## src/rtl/bus_arbiter_pkg.sv

```systemverilog
`default_nettype none
//==============================================================================
// Module   : bus_arbiter_pkg
// Purpose  : Shared constants and the arbitration pick function for the
//            two-master IO bus arbiter.
// Contents : IO bus width defaults, FSM state encodings, arb_pick()
// Revision : 1.0 - initial release
//==============================================================================
package bus_arbiter_pkg;

   // Default IO bus geometry.
   localparam int c_IO_BUS_WIDTH_ADDR = 32;
   localparam int c_IO_BUS_WIDTH_DATA = 32;
   localparam int c_IO_BUS_WIDTH_CTRL = 3;

   // Arbiter FSM state encoding.
   localparam logic [1:0] c_ARB_IDLE = 2'd0;
   localparam logic [1:0] c_ARB_GNT0 = 2'd1;
   localparam logic [1:0] c_ARB_GNT1 = 2'd2;

   // Round-robin pick: a tie goes to the preferred master (i_rr=1 -> M1).
   function automatic logic [1:0] arb_pick(input logic i_req0,
                                           input logic i_req1,
                                           input logic i_rr);
      logic [1:0] w_sel;
      if (i_req0 && i_req1) w_sel = i_rr ? c_ARB_GNT1 : c_ARB_GNT0;
      else if (i_req0)      w_sel = c_ARB_GNT0;
      else if (i_req1)      w_sel = c_ARB_GNT1;
      else                  w_sel = c_ARB_IDLE;
      return w_sel;
   endfunction

endpackage
`default_nettype wire

```

## src/rtl/bus_arbiter_if.sv

```systemverilog
`default_nettype none
//==============================================================================
// Module   : bus_arbiter_if
// Purpose  : Bundles both master request/response channels and the single
//            slave-side bus seen by the arbiter.
// Modports : slave  - arbiter side (takes master requests, drives slave bus)
//            master - environment side (masters + slave device)
// Revision : 1.0 - initial release
//==============================================================================
interface bus_arbiter_if
   import bus_arbiter_pkg::*;
#(
   parameter int ADDR_W = c_IO_BUS_WIDTH_ADDR,
   parameter int DATA_W = c_IO_BUS_WIDTH_DATA,
   parameter int CTRL_W = c_IO_BUS_WIDTH_CTRL
) ();
   // Master 0
   logic              m0_req;
   logic              m0_lock;
   logic [ADDR_W-1:0] m0_addr;
   logic [CTRL_W-1:0] m0_ctrl;
   logic              m0_we;
   logic [DATA_W-1:0] m0_wd;
   logic              m0_ack;
   logic [DATA_W-1:0] m0_rd;
   // Master 1
   logic              m1_req;
   logic              m1_lock;
   logic [ADDR_W-1:0] m1_addr;
   logic [CTRL_W-1:0] m1_ctrl;
   logic              m1_we;
   logic [DATA_W-1:0] m1_wd;
   logic              m1_ack;
   logic [DATA_W-1:0] m1_rd;
   // Slave bus
   logic [ADDR_W-1:0] s_addr;
   logic [CTRL_W-1:0] s_ctrl;
   logic              s_we;
   logic [DATA_W-1:0] s_wd;
   logic [DATA_W-1:0] s_rd;

   modport slave (
      input  m0_req, m0_lock, m0_addr, m0_ctrl, m0_we, m0_wd,
      input  m1_req, m1_lock, m1_addr, m1_ctrl, m1_we, m1_wd,
      input  s_rd,
      output m0_ack, m0_rd, m1_ack, m1_rd,
      output s_addr, s_ctrl, s_we, s_wd
   );

   modport master (
      output m0_req, m0_lock, m0_addr, m0_ctrl, m0_we, m0_wd,
      output m1_req, m1_lock, m1_addr, m1_ctrl, m1_we, m1_wd,
      output s_rd,
      input  m0_ack, m0_rd, m1_ack, m1_rd,
      input  s_addr, s_ctrl, s_we, s_wd
   );

endinterface
`default_nettype wire

```

## src/rtl/bus_arbiter_sat_counter.sv

```systemverilog
`default_nettype none
//==============================================================================
// Module   : arb_sat_counter
// Purpose  : Saturating event counter with synchronous clear (clear wins
//            over increment).
// Ports    : clk, rst (async, active-high), i_inc, i_clr, o_cnt[STAT_W]
// Revision : 1.0 - initial release
//==============================================================================
module arb_sat_counter #(
   parameter int STAT_W = 16
) (
   input  wire              clk,
   input  wire              rst,
   input  wire              i_inc,
   input  wire              i_clr,
   output logic [STAT_W-1:0] o_cnt
);
   logic [STAT_W-1:0] r_cnt;

   always_ff @(posedge clk or posedge rst) begin
      if (rst) begin
         r_cnt <= '0;
      end else if (i_clr) begin
         r_cnt <= '0;
      end else if (i_inc && (r_cnt != {STAT_W{1'b1}})) begin
         r_cnt <= r_cnt + STAT_W'(1);
      end
   end

   assign o_cnt = r_cnt;

endmodule
`default_nettype wire

```

## src/rtl/bus_arbiter.sv

```systemverilog
`default_nettype none
//==============================================================================
// Module   : bus_arbiter
// Purpose  : Two-master registered round-robin arbiter for the shared IO bus,
//            with locked bursts bounded by a hold limit.
// Ports    : clk, rst (async, active-high)
//            bus        - bus_arbiter_if.slave (both masters + slave bus)
//            i_stat_clr - clear grant statistics      (ARB_STATS_EN only)
//            o_m0_gcnt  - M0 acked-beat count         (ARB_STATS_EN only)
//            o_m1_gcnt  - M1 acked-beat count         (ARB_STATS_EN only)
// Macros   : ARB_STATS_EN - adds saturating per-master beat counters
// Revision : 1.0 - initial release
//==============================================================================
module bus_arbiter
   import bus_arbiter_pkg::*;
#(
   parameter int ADDR_W   = c_IO_BUS_WIDTH_ADDR,
   parameter int DATA_W   = c_IO_BUS_WIDTH_DATA,
   parameter int CTRL_W   = c_IO_BUS_WIDTH_CTRL,
   parameter int MAX_HOLD = 16,
   parameter int STAT_W   = 16
) (
   input  wire                clk,
   input  wire                rst,
   bus_arbiter_if.slave       bus
`ifdef ARB_STATS_EN
   ,
   input  wire                i_stat_clr,
   output logic [STAT_W-1:0]  o_m0_gcnt,
   output logic [STAT_W-1:0]  o_m1_gcnt
`endif
);
   localparam int                c_HOLD_W   = $clog2(MAX_HOLD + 1);
   localparam logic [c_HOLD_W-1:0] c_HOLD_MAX = c_HOLD_W'(MAX_HOLD);

   logic [1:0]          r_state;
   logic                r_rr_ptr;     // 1 -> M1 preferred on a tie
   logic [c_HOLD_W-1:0] r_hold_cnt;

   logic [1:0]          w_state_nxt;
   logic                w_rr_nxt;
   logic [c_HOLD_W-1:0] w_hold_nxt;
   logic [1:0]          w_pick;
   logic                w_release;
   logic                w_force;
   logic                w_load;

   logic                w_ack0;
   logic                w_ack1;
   logic [ADDR_W-1:0]   w_s_addr;
   logic [CTRL_W-1:0]   w_s_ctrl;
   logic                w_s_we;
   logic [DATA_W-1:0]   w_s_wd;

   //---------------------------------------------------------------------------
   // State register
   //---------------------------------------------------------------------------
   always_ff @(posedge clk or posedge rst) begin
      if (rst) begin
         r_state    <= c_ARB_IDLE;
         r_rr_ptr   <= 1'b0;
         r_hold_cnt <= '0;
      end else begin
         r_state    <= w_state_nxt;
         r_rr_ptr   <= w_rr_nxt;
         r_hold_cnt <= w_hold_nxt;
      end
   end

   //---------------------------------------------------------------------------
   // Next-state logic
   //---------------------------------------------------------------------------
   always_comb begin
      w_pick      = arb_pick(bus.m0_req, bus.m1_req, r_rr_ptr);
      w_state_nxt = r_state;
      w_rr_nxt    = r_rr_ptr;
      w_hold_nxt  = r_hold_cnt;
      w_release   = 1'b0;
      w_force     = 1'b0;

      case (r_state)
         c_ARB_IDLE: begin
            w_state_nxt = w_pick;
         end
         c_ARB_GNT0: begin
            // A still-locked burst is cut only when the other side is waiting.
            w_force   = bus.m0_req && bus.m0_lock && bus.m1_req &&
                        (r_hold_cnt == c_HOLD_MAX);
            w_release = !bus.m0_req || !bus.m0_lock || w_force;
            if (w_force)        w_state_nxt = c_ARB_GNT1;
            else if (w_release) w_state_nxt = w_pick;
         end
         c_ARB_GNT1: begin
            w_force   = bus.m1_req && bus.m1_lock && bus.m0_req &&
                        (r_hold_cnt == c_HOLD_MAX);
            w_release = !bus.m1_req || !bus.m1_lock || w_force;
            if (w_force)        w_state_nxt = c_ARB_GNT0;
            else if (w_release) w_state_nxt = w_pick;
         end
         default: begin
            w_state_nxt = c_ARB_IDLE;
         end
      endcase

      // Fresh grant (from IDLE or after a release, including a re-grant of
      // the same master): restart the hold window and prefer the other side.
      w_load = ((r_state == c_ARB_IDLE) || w_release) &&
               (w_state_nxt != c_ARB_IDLE);

      if (w_load) begin
         w_hold_nxt = c_HOLD_W'(1);
         w_rr_nxt   = (w_state_nxt == c_ARB_GNT0);
      end else if (w_state_nxt == c_ARB_IDLE) begin
         w_hold_nxt = '0;
      end else if (r_hold_cnt != c_HOLD_MAX) begin
         w_hold_nxt = r_hold_cnt + c_HOLD_W'(1);
      end
   end

   //---------------------------------------------------------------------------
   // Output logic: ack follows the live request, so a dropped request
   // produces no beat and the slave bus is idle-driven to zero.
   //---------------------------------------------------------------------------
   always_comb begin
      w_ack0   = (r_state == c_ARB_GNT0) && bus.m0_req;
      w_ack1   = (r_state == c_ARB_GNT1) && bus.m1_req;
      w_s_addr = '0;
      w_s_ctrl = '0;
      w_s_we   = 1'b0;
      w_s_wd   = '0;
      if (w_ack0) begin
         w_s_addr = bus.m0_addr;
         w_s_ctrl = bus.m0_ctrl;
         w_s_we   = bus.m0_we;
         w_s_wd   = bus.m0_wd;
      end else if (w_ack1) begin
         w_s_addr = bus.m1_addr;
         w_s_ctrl = bus.m1_ctrl;
         w_s_we   = bus.m1_we;
         w_s_wd   = bus.m1_wd;
      end
   end

   assign bus.m0_ack = w_ack0;
   assign bus.m1_ack = w_ack1;
   assign bus.s_addr = w_s_addr;
   assign bus.s_ctrl = w_s_ctrl;
   assign bus.s_we   = w_s_we;
   assign bus.s_wd   = w_s_wd;
   assign bus.m0_rd  = bus.s_rd;
   assign bus.m1_rd  = bus.s_rd;

`ifdef ARB_STATS_EN
   arb_sat_counter #(.STAT_W(STAT_W)) u_m0_cnt (
      .clk   (clk),
      .rst   (rst),
      .i_inc (w_ack0),
      .i_clr (i_stat_clr),
      .o_cnt (o_m0_gcnt)
   );

   arb_sat_counter #(.STAT_W(STAT_W)) u_m1_cnt (
      .clk   (clk),
      .rst   (rst),
      .i_inc (w_ack1),
      .i_clr (i_stat_clr),
      .o_cnt (o_m1_gcnt)
   );
`endif

endmodule
`default_nettype wire

```

## src/flat_wrapper.sv

```systemverilog
// flat-port wrapper written by rule: the top's interface ports become plain ports
module bus_arbiter_flat import bus_arbiter_pkg::*;
#(
   parameter int ADDR_W   = c_IO_BUS_WIDTH_ADDR,
   parameter int DATA_W   = c_IO_BUS_WIDTH_DATA,
   parameter int CTRL_W   = c_IO_BUS_WIDTH_CTRL,
   parameter int MAX_HOLD = 16,
   parameter int STAT_W   = 16
)
  (clk, rst, bus_m0_req, bus_m0_lock, bus_m0_addr, bus_m0_ctrl, bus_m0_we, bus_m0_wd, bus_m1_req, bus_m1_lock, bus_m1_addr, bus_m1_ctrl, bus_m1_we, bus_m1_wd, bus_s_rd, bus_m0_ack, bus_m0_rd, bus_m1_ack, bus_m1_rd, bus_s_addr, bus_s_ctrl, bus_s_we, bus_s_wd);
  bus_arbiter_if #(.ADDR_W(ADDR_W), .DATA_W(DATA_W), .CTRL_W(CTRL_W)) bus_i ();
  input  wire clk;
  input  wire rst;
  input wire logic [$bits(bus_i.m0_req)-1:0] bus_m0_req;
  input wire logic [$bits(bus_i.m0_lock)-1:0] bus_m0_lock;
  input wire logic [$bits(bus_i.m0_addr)-1:0] bus_m0_addr;
  input wire logic [$bits(bus_i.m0_ctrl)-1:0] bus_m0_ctrl;
  input wire logic [$bits(bus_i.m0_we)-1:0] bus_m0_we;
  input wire logic [$bits(bus_i.m0_wd)-1:0] bus_m0_wd;
  input wire logic [$bits(bus_i.m1_req)-1:0] bus_m1_req;
  input wire logic [$bits(bus_i.m1_lock)-1:0] bus_m1_lock;
  input wire logic [$bits(bus_i.m1_addr)-1:0] bus_m1_addr;
  input wire logic [$bits(bus_i.m1_ctrl)-1:0] bus_m1_ctrl;
  input wire logic [$bits(bus_i.m1_we)-1:0] bus_m1_we;
  input wire logic [$bits(bus_i.m1_wd)-1:0] bus_m1_wd;
  input wire logic [$bits(bus_i.s_rd)-1:0] bus_s_rd;
  output wire logic [$bits(bus_i.m0_ack)-1:0] bus_m0_ack;
  output wire logic [$bits(bus_i.m0_rd)-1:0] bus_m0_rd;
  output wire logic [$bits(bus_i.m1_ack)-1:0] bus_m1_ack;
  output wire logic [$bits(bus_i.m1_rd)-1:0] bus_m1_rd;
  output wire logic [$bits(bus_i.s_addr)-1:0] bus_s_addr;
  output wire logic [$bits(bus_i.s_ctrl)-1:0] bus_s_ctrl;
  output wire logic [$bits(bus_i.s_we)-1:0] bus_s_we;
  output wire logic [$bits(bus_i.s_wd)-1:0] bus_s_wd;
  assign bus_i.m0_req = bus_m0_req;
  assign bus_i.m0_lock = bus_m0_lock;
  assign bus_i.m0_addr = bus_m0_addr;
  assign bus_i.m0_ctrl = bus_m0_ctrl;
  assign bus_i.m0_we = bus_m0_we;
  assign bus_i.m0_wd = bus_m0_wd;
  assign bus_i.m1_req = bus_m1_req;
  assign bus_i.m1_lock = bus_m1_lock;
  assign bus_i.m1_addr = bus_m1_addr;
  assign bus_i.m1_ctrl = bus_m1_ctrl;
  assign bus_i.m1_we = bus_m1_we;
  assign bus_i.m1_wd = bus_m1_wd;
  assign bus_i.s_rd = bus_s_rd;
  assign bus_m0_ack = bus_i.m0_ack;
  assign bus_m0_rd = bus_i.m0_rd;
  assign bus_m1_ack = bus_i.m1_ack;
  assign bus_m1_rd = bus_i.m1_rd;
  assign bus_s_addr = bus_i.s_addr;
  assign bus_s_ctrl = bus_i.s_ctrl;
  assign bus_s_we = bus_i.s_we;
  assign bus_s_wd = bus_i.s_wd;
  bus_arbiter #(.ADDR_W(ADDR_W), .DATA_W(DATA_W), .CTRL_W(CTRL_W), .MAX_HOLD(MAX_HOLD), .STAT_W(STAT_W)) u_core (.clk(clk), .rst(rst), .bus(bus_i));
endmodule
```

## config.mk

```make
export PLATFORM = sky130hd
export DESIGN_NAME = bus_arbiter_flat
export DESIGN_NICKNAME = d
export VERILOG_FILES = /design/src/rtl/bus_arbiter_pkg.sv /design/src/rtl/bus_arbiter_if.sv /design/src/rtl/bus_arbiter_sat_counter.sv /design/src/rtl/bus_arbiter.sv /design/src/flat_wrapper.sv
export SDC_FILE = /design/constraint.sdc
export NUM_CORES = 1
export LEC_CHECK = 0
export ABC_AREA = 1
export CAP_MARGIN = 20
export CORE_AREA = 2 2 119 121
export DETAILED_ROUTE_END_ITERATION = 6
export DIE_AREA = 0 0 121 123
export RECOVER_POWER = 100
export SLEW_MARGIN = 20
export SYNTH_ARGS = -nofsm -noshare
export SYNTH_HDL_FRONTEND = slang
export SYNTH_SLANG_ARGS = --single-unit
```

## constraint.sdc

```tcl
create_clock -name clk -period 2.2 [get_ports clk]
set_input_delay 0.44 -clock clk [delete_from_list [all_inputs] [get_ports clk]]
set_output_delay 0.44 -clock clk [all_outputs]
set_load 0.02 [all_outputs]
```

# --- Word level (Yosys, flattened, before mapping) ---
# Cells that the tools add are included.
word_totals:
  out_inout_bits: 134
  wordCells: 53
  register_bits: 8
op_classes:
  n_reduce_logical: 23
  n_eq_ne: 5
  n_addsub: 1
  n_mux: 21
op_table:
  columns: ["cell", "n"]
  rows:
  - ["two-way mux 32 bit", 4]
  - ["two-way mux 2 bit", 8]
  - ["two-way mux 5 bit", 3]
  - ["logical AND 1 bit", 10]
  - ["two-way mux 3 bit", 2]
  - ["one-hot mux 2 bit (3 select lines)", 1]
  - ["adder 5 x 1 -> 5 bit (second input constant)", 1]
  - ["== test 5 bit (second input constant)", 1]
  - ["logical OR 1 bit", 5]
  - ["inequality test 5 bit (second input constant)", 1]
  - ["== test 2 x 1 -> 1 bit (second input constant)", 2]
  - ["zero test 1 bit", 4]
  - ["zero test 2 bit", 2]
  - ["nonzero test 3 bit", 1]
  - ["== test 2 bit (second input constant)", 1]
  - ["two-way mux 1 bit", 2]
  - ["one-hot mux 1 bit (2 select lines)", 1]
  - ["nonzero test 2 bit", 1]

# --- Logic depth before layout (Yosys ltp) ---
logic_depth:
  ltp_word: 10
  depth_mapped: 15

# --- Worst setup path before layout ---
# No wires, ideal clock.
synth_timing:
  path_type: "register -> output"
  startpoint: "register u_core.r_state[1]"
  endpoint: "output bus_s_addr[12]"
  t_arrival_ps: 1576
  required_ps: 1760
  stages_incl_launch_ff: 8
  setup_slack_ps: 184
  cell_sequence: "dfrtp_1 > inv_1 > ha_1 > nand2_1 > clkinv_1 > clkbuf_1 > nand2_1 > nand2_1"
synth_via:
  word_cells_on_any_way: 6
  classes_between: "2 x eq/ne; 2 x mux; 2 x reduce/logical"
synth_lines:
  columns: ["element", "line", "text"]
  rows:
  - ["start: declaration", "bus_arbiter.sv:36", "logic [1:0] r_state;"]
  - ["start signal: assignment", "bus_arbiter.sv:60", "r_state <= c_ARB_IDLE;"]
  - ["start signal: assignment", "bus_arbiter.sv:64", "r_state <= w_state_nxt;"]
  - ["== test 2 x 1 -> 1 bit", "bus_arbiter.sv:125", "w_ack0 = (r_state == c_ARB_GNT0) && bus.m0_req;"]
  - ["logical AND 1 bit", "bus_arbiter.sv:125", null]
  - ["named net bus_m0_ack", "flat_wrapper.sv:27", "output wire logic [$bits(bus_i.m0_ack)-1:0] bus_m0_ack;"]
  - ["two-way mux 32 bit", "bus_arbiter.sv:131", "if (w_ack0) begin"]
  - ["end: declaration", "flat_wrapper.sv:31", "output wire logic [$bits(bus_i.s_addr)-1:0] bus_s_addr;"]
# The timed path passes the listed nets, and every way through them passes these cells.

# --- Worst setup path in the final report ---
layout_timing:
  startpoint: "input bus_m1_req"
  endpoint: "output bus_s_addr[31]"
layout_via:
  elab_chain_cells: 3
layout_rtl:
  columns: ["element", "line", "text"]
  rows:
  - ["start: declaration", "flat_wrapper.sv:20", "input wire logic [$bits(bus_i.m1_req)-1:0] bus_m1_req;"]
  - ["logical AND 1 bit", "bus_arbiter.sv:126", "w_ack1 = (r_state == c_ARB_GNT1) && bus.m1_req;"]
  - ["two-way mux 32 bit", "bus_arbiter.sv:136", "end else if (w_ack1) begin"]
  - ["two-way mux 32 bit", "bus_arbiter.sv:131", null]
# Every way passes these cells.

==> metrics <==
CP max FO=16; largest net degree at the start of global routing=37; DRC violations left=0; placed cell count=702; Final Hold Fails=0; sequential share of the synthesized area=0.09512; Fmax=471.2 MHz; die height=123 um; Area growth, synth to finish=90.78%; status=completed; drt pass-1 iters=6; Cell Pwr Density=688.3 nW/um2; first-pass GRT wire length=14790 um; htree depth=1; Slew Viols, Final=0; # diodes=0; Synth cell types=25; Worst slew margin=0.7892; layout cells sized above 1=0.2117; EDFF count, synth=0; Ys Warns=0; Setup Skew=0.9729 ps; Worst EP arrival=1680 ps; Vias/cell=4.169; syn nets=561; Worst-path clk slew=40 ps; most frequent cells in the layout=nand2_1, clkdlybuf4s50_1, nand3_1; I/O pins=308; HP Class=flip-flop to flip-flop; commonest non-fill, non-tap cell in the layout=nand2_1; post-synthesis register bit count=8; leak pwr=2.043 nW; initial core utilization=0.1546; root buf cell=clkbuf_16; final-layout fill cell count=1499; antenna-violating nets left=0; core box area=13610 um2; initial antenna violation count=0; HPWL after detailed placement=8527 um; DR iter-0 viols=101; Clock Path Buffers=2; fin cells=709; Final Net Count=711; asr flop ratio synth=1.000; critical path class=input port to output port; Remaining Overflow, GRT=0; drt total wl=10630 um; fin crit share=0.9647; width of the chip=121 um; synthesized area=2105 um2; Final min period=2122 ps; Mean Syn Cell Area=5.524 um2; number of global-route vias before repair=2882; design area=4015 um2; TritonCTS clock tree=yes; Synth Instances=381; Placer Congestion=0.7567; critical path required time=1760 ps; # port buffers=211; average wire per standard cell=14.99 um; Rows=43; CP Launch Type=input port; Final setup viols=0; Crit. End Element=output port; routed via count=2956; Num CTS Buffers=3; actual slew at the worst max-slew pin=315.9 ps; Num Clock Sinks=8; Max-cap violations=0; Worst VDD drop=0.6237 mV; Die ar.=14880 um2; Skew-Pair Late Insertion Delay=230 ps; dpl cell area=4084 um2; Total GRT Usage=0.1246; ys flop type=dfrtp_1
## cells in the mapped netlist, types with 2 or more instances
cell,instances,area share
clkinv_1,2,0.0036
xor2_1,4,0.017
buf_1,3,0.0054
inv_1,15,0.027
buf_2,5,0.012
ha_1,6,0.036
inv_2,3,0.0054
nand2_2,9,0.027
buf_4,64,0.23
nor2_1,4,0.0071
nand3_2,2,0.0095
nand3_1,74,0.18
o21a_1,3,0.011
nand2_1,157,0.28
clkbuf_1,13,0.023
dfrtp_1,8,0.095
## stage by stage
step	total power, W	hold WS, ps	setup slack [ps]	setup TNS [ps]	util
CTS	0.002853	477.4	0.7905	0	0.3115
floorplan	0.001541	255.7	184.3	0	-
global placement	0.002541	524.7	-458.4	-24390	0.3000
detailed placement	0.002581	549.9	-462.9	-25450	0.3000
global route	0.002987	591.9	-6.319	-17.21	0.2950
finish	0.002764	552.6	77.67	0	0.2950
## flip-flops by register name (all words and copies together) (netlist names)
signal and count:
u_core.r_rr_ptr 1, u_core.r_state 2, u_core.r_hold_cnt 5
## power by group
group | total, W | switching, W | internal, W
Combinational | 0.00223 | 0.00126 | 0.000970
Sequential | 0.000233 | 0.0000425 | 0.000190
Clock | 0.000305 | 0.0000705 | 0.000234
## worst max-delay path: stages
cell,delay [ps]
clkdlybuf4s50_1,490
nand2_2,70
inv_4,80
buf_4,120
clkbuf_16,160
nand3_1,70
nand2_1,100
buf_6,130
## final timing paths
| check | startpoint | endpoint | slack, ps | cells past startpoint |
|---|---|---|---|---|
| max | bus_m1_req | bus_s_addr[31] | 80 | 8 |
| min | u_core.r_hold_cnt[4] | u_core.r_hold_cnt[4] | 550 | 2 |
| max reg2reg | u_core.r_hold_cnt[0] | u_core.r_hold_cnt[3] | 420 | 14 |
| min reg2reg | u_core.r_hold_cnt[4] | u_core.r_hold_cnt[4] | 550 | 2 |
| max in group asynchronous | rst | u_core.r_state[0] | 1340 | 2 |
| min in group asynchronous | rst | u_core.r_hold_cnt[2] | 600 | 2 |
## final cells by class
class                      instances  area [um2]  area share
sequential                         8       201.4     0.05017
clock buffer                       3       75.07     0.01870
inverter                          20       82.58     0.02057
tap                              180       225.2     0.05609
timing repair buffer             230        2142      0.5335
multi-input combinational        268        1289      0.3210
## kinds of logic after synthesis
family          synth area share
compound gates           0.02854
xor+xnor                 0.01665
fa+ha+maj                0.03567
buf+inv                   0.3044
flops                    0.09512
simple gates              0.5196
## metal layers
layer | part of all wire | up-vias | GRT usage
li1 | - | 1431 | -
met5 | 0 | - | 0
met3 | 0.12 | 16 | 0.04797
met2 | 0.52 | 181 | 0.2349
met4 | 0.015 | 0 | 0.02907
met1 | 0.35 | 1328 | 0.1301
## repair_timing
action / CTS / global route
setup buffers: 0 / 2
setup endpoints to repair: 69 / 66
gates resized for setup: 198 / 68
gates cloned: 1 / 1
pin swaps: 0 / 1
hold buffers: 0 / 0
endpoints found under the hold margin: 0 / 0
Note: power is estimated with default switching activity, not from simulation.
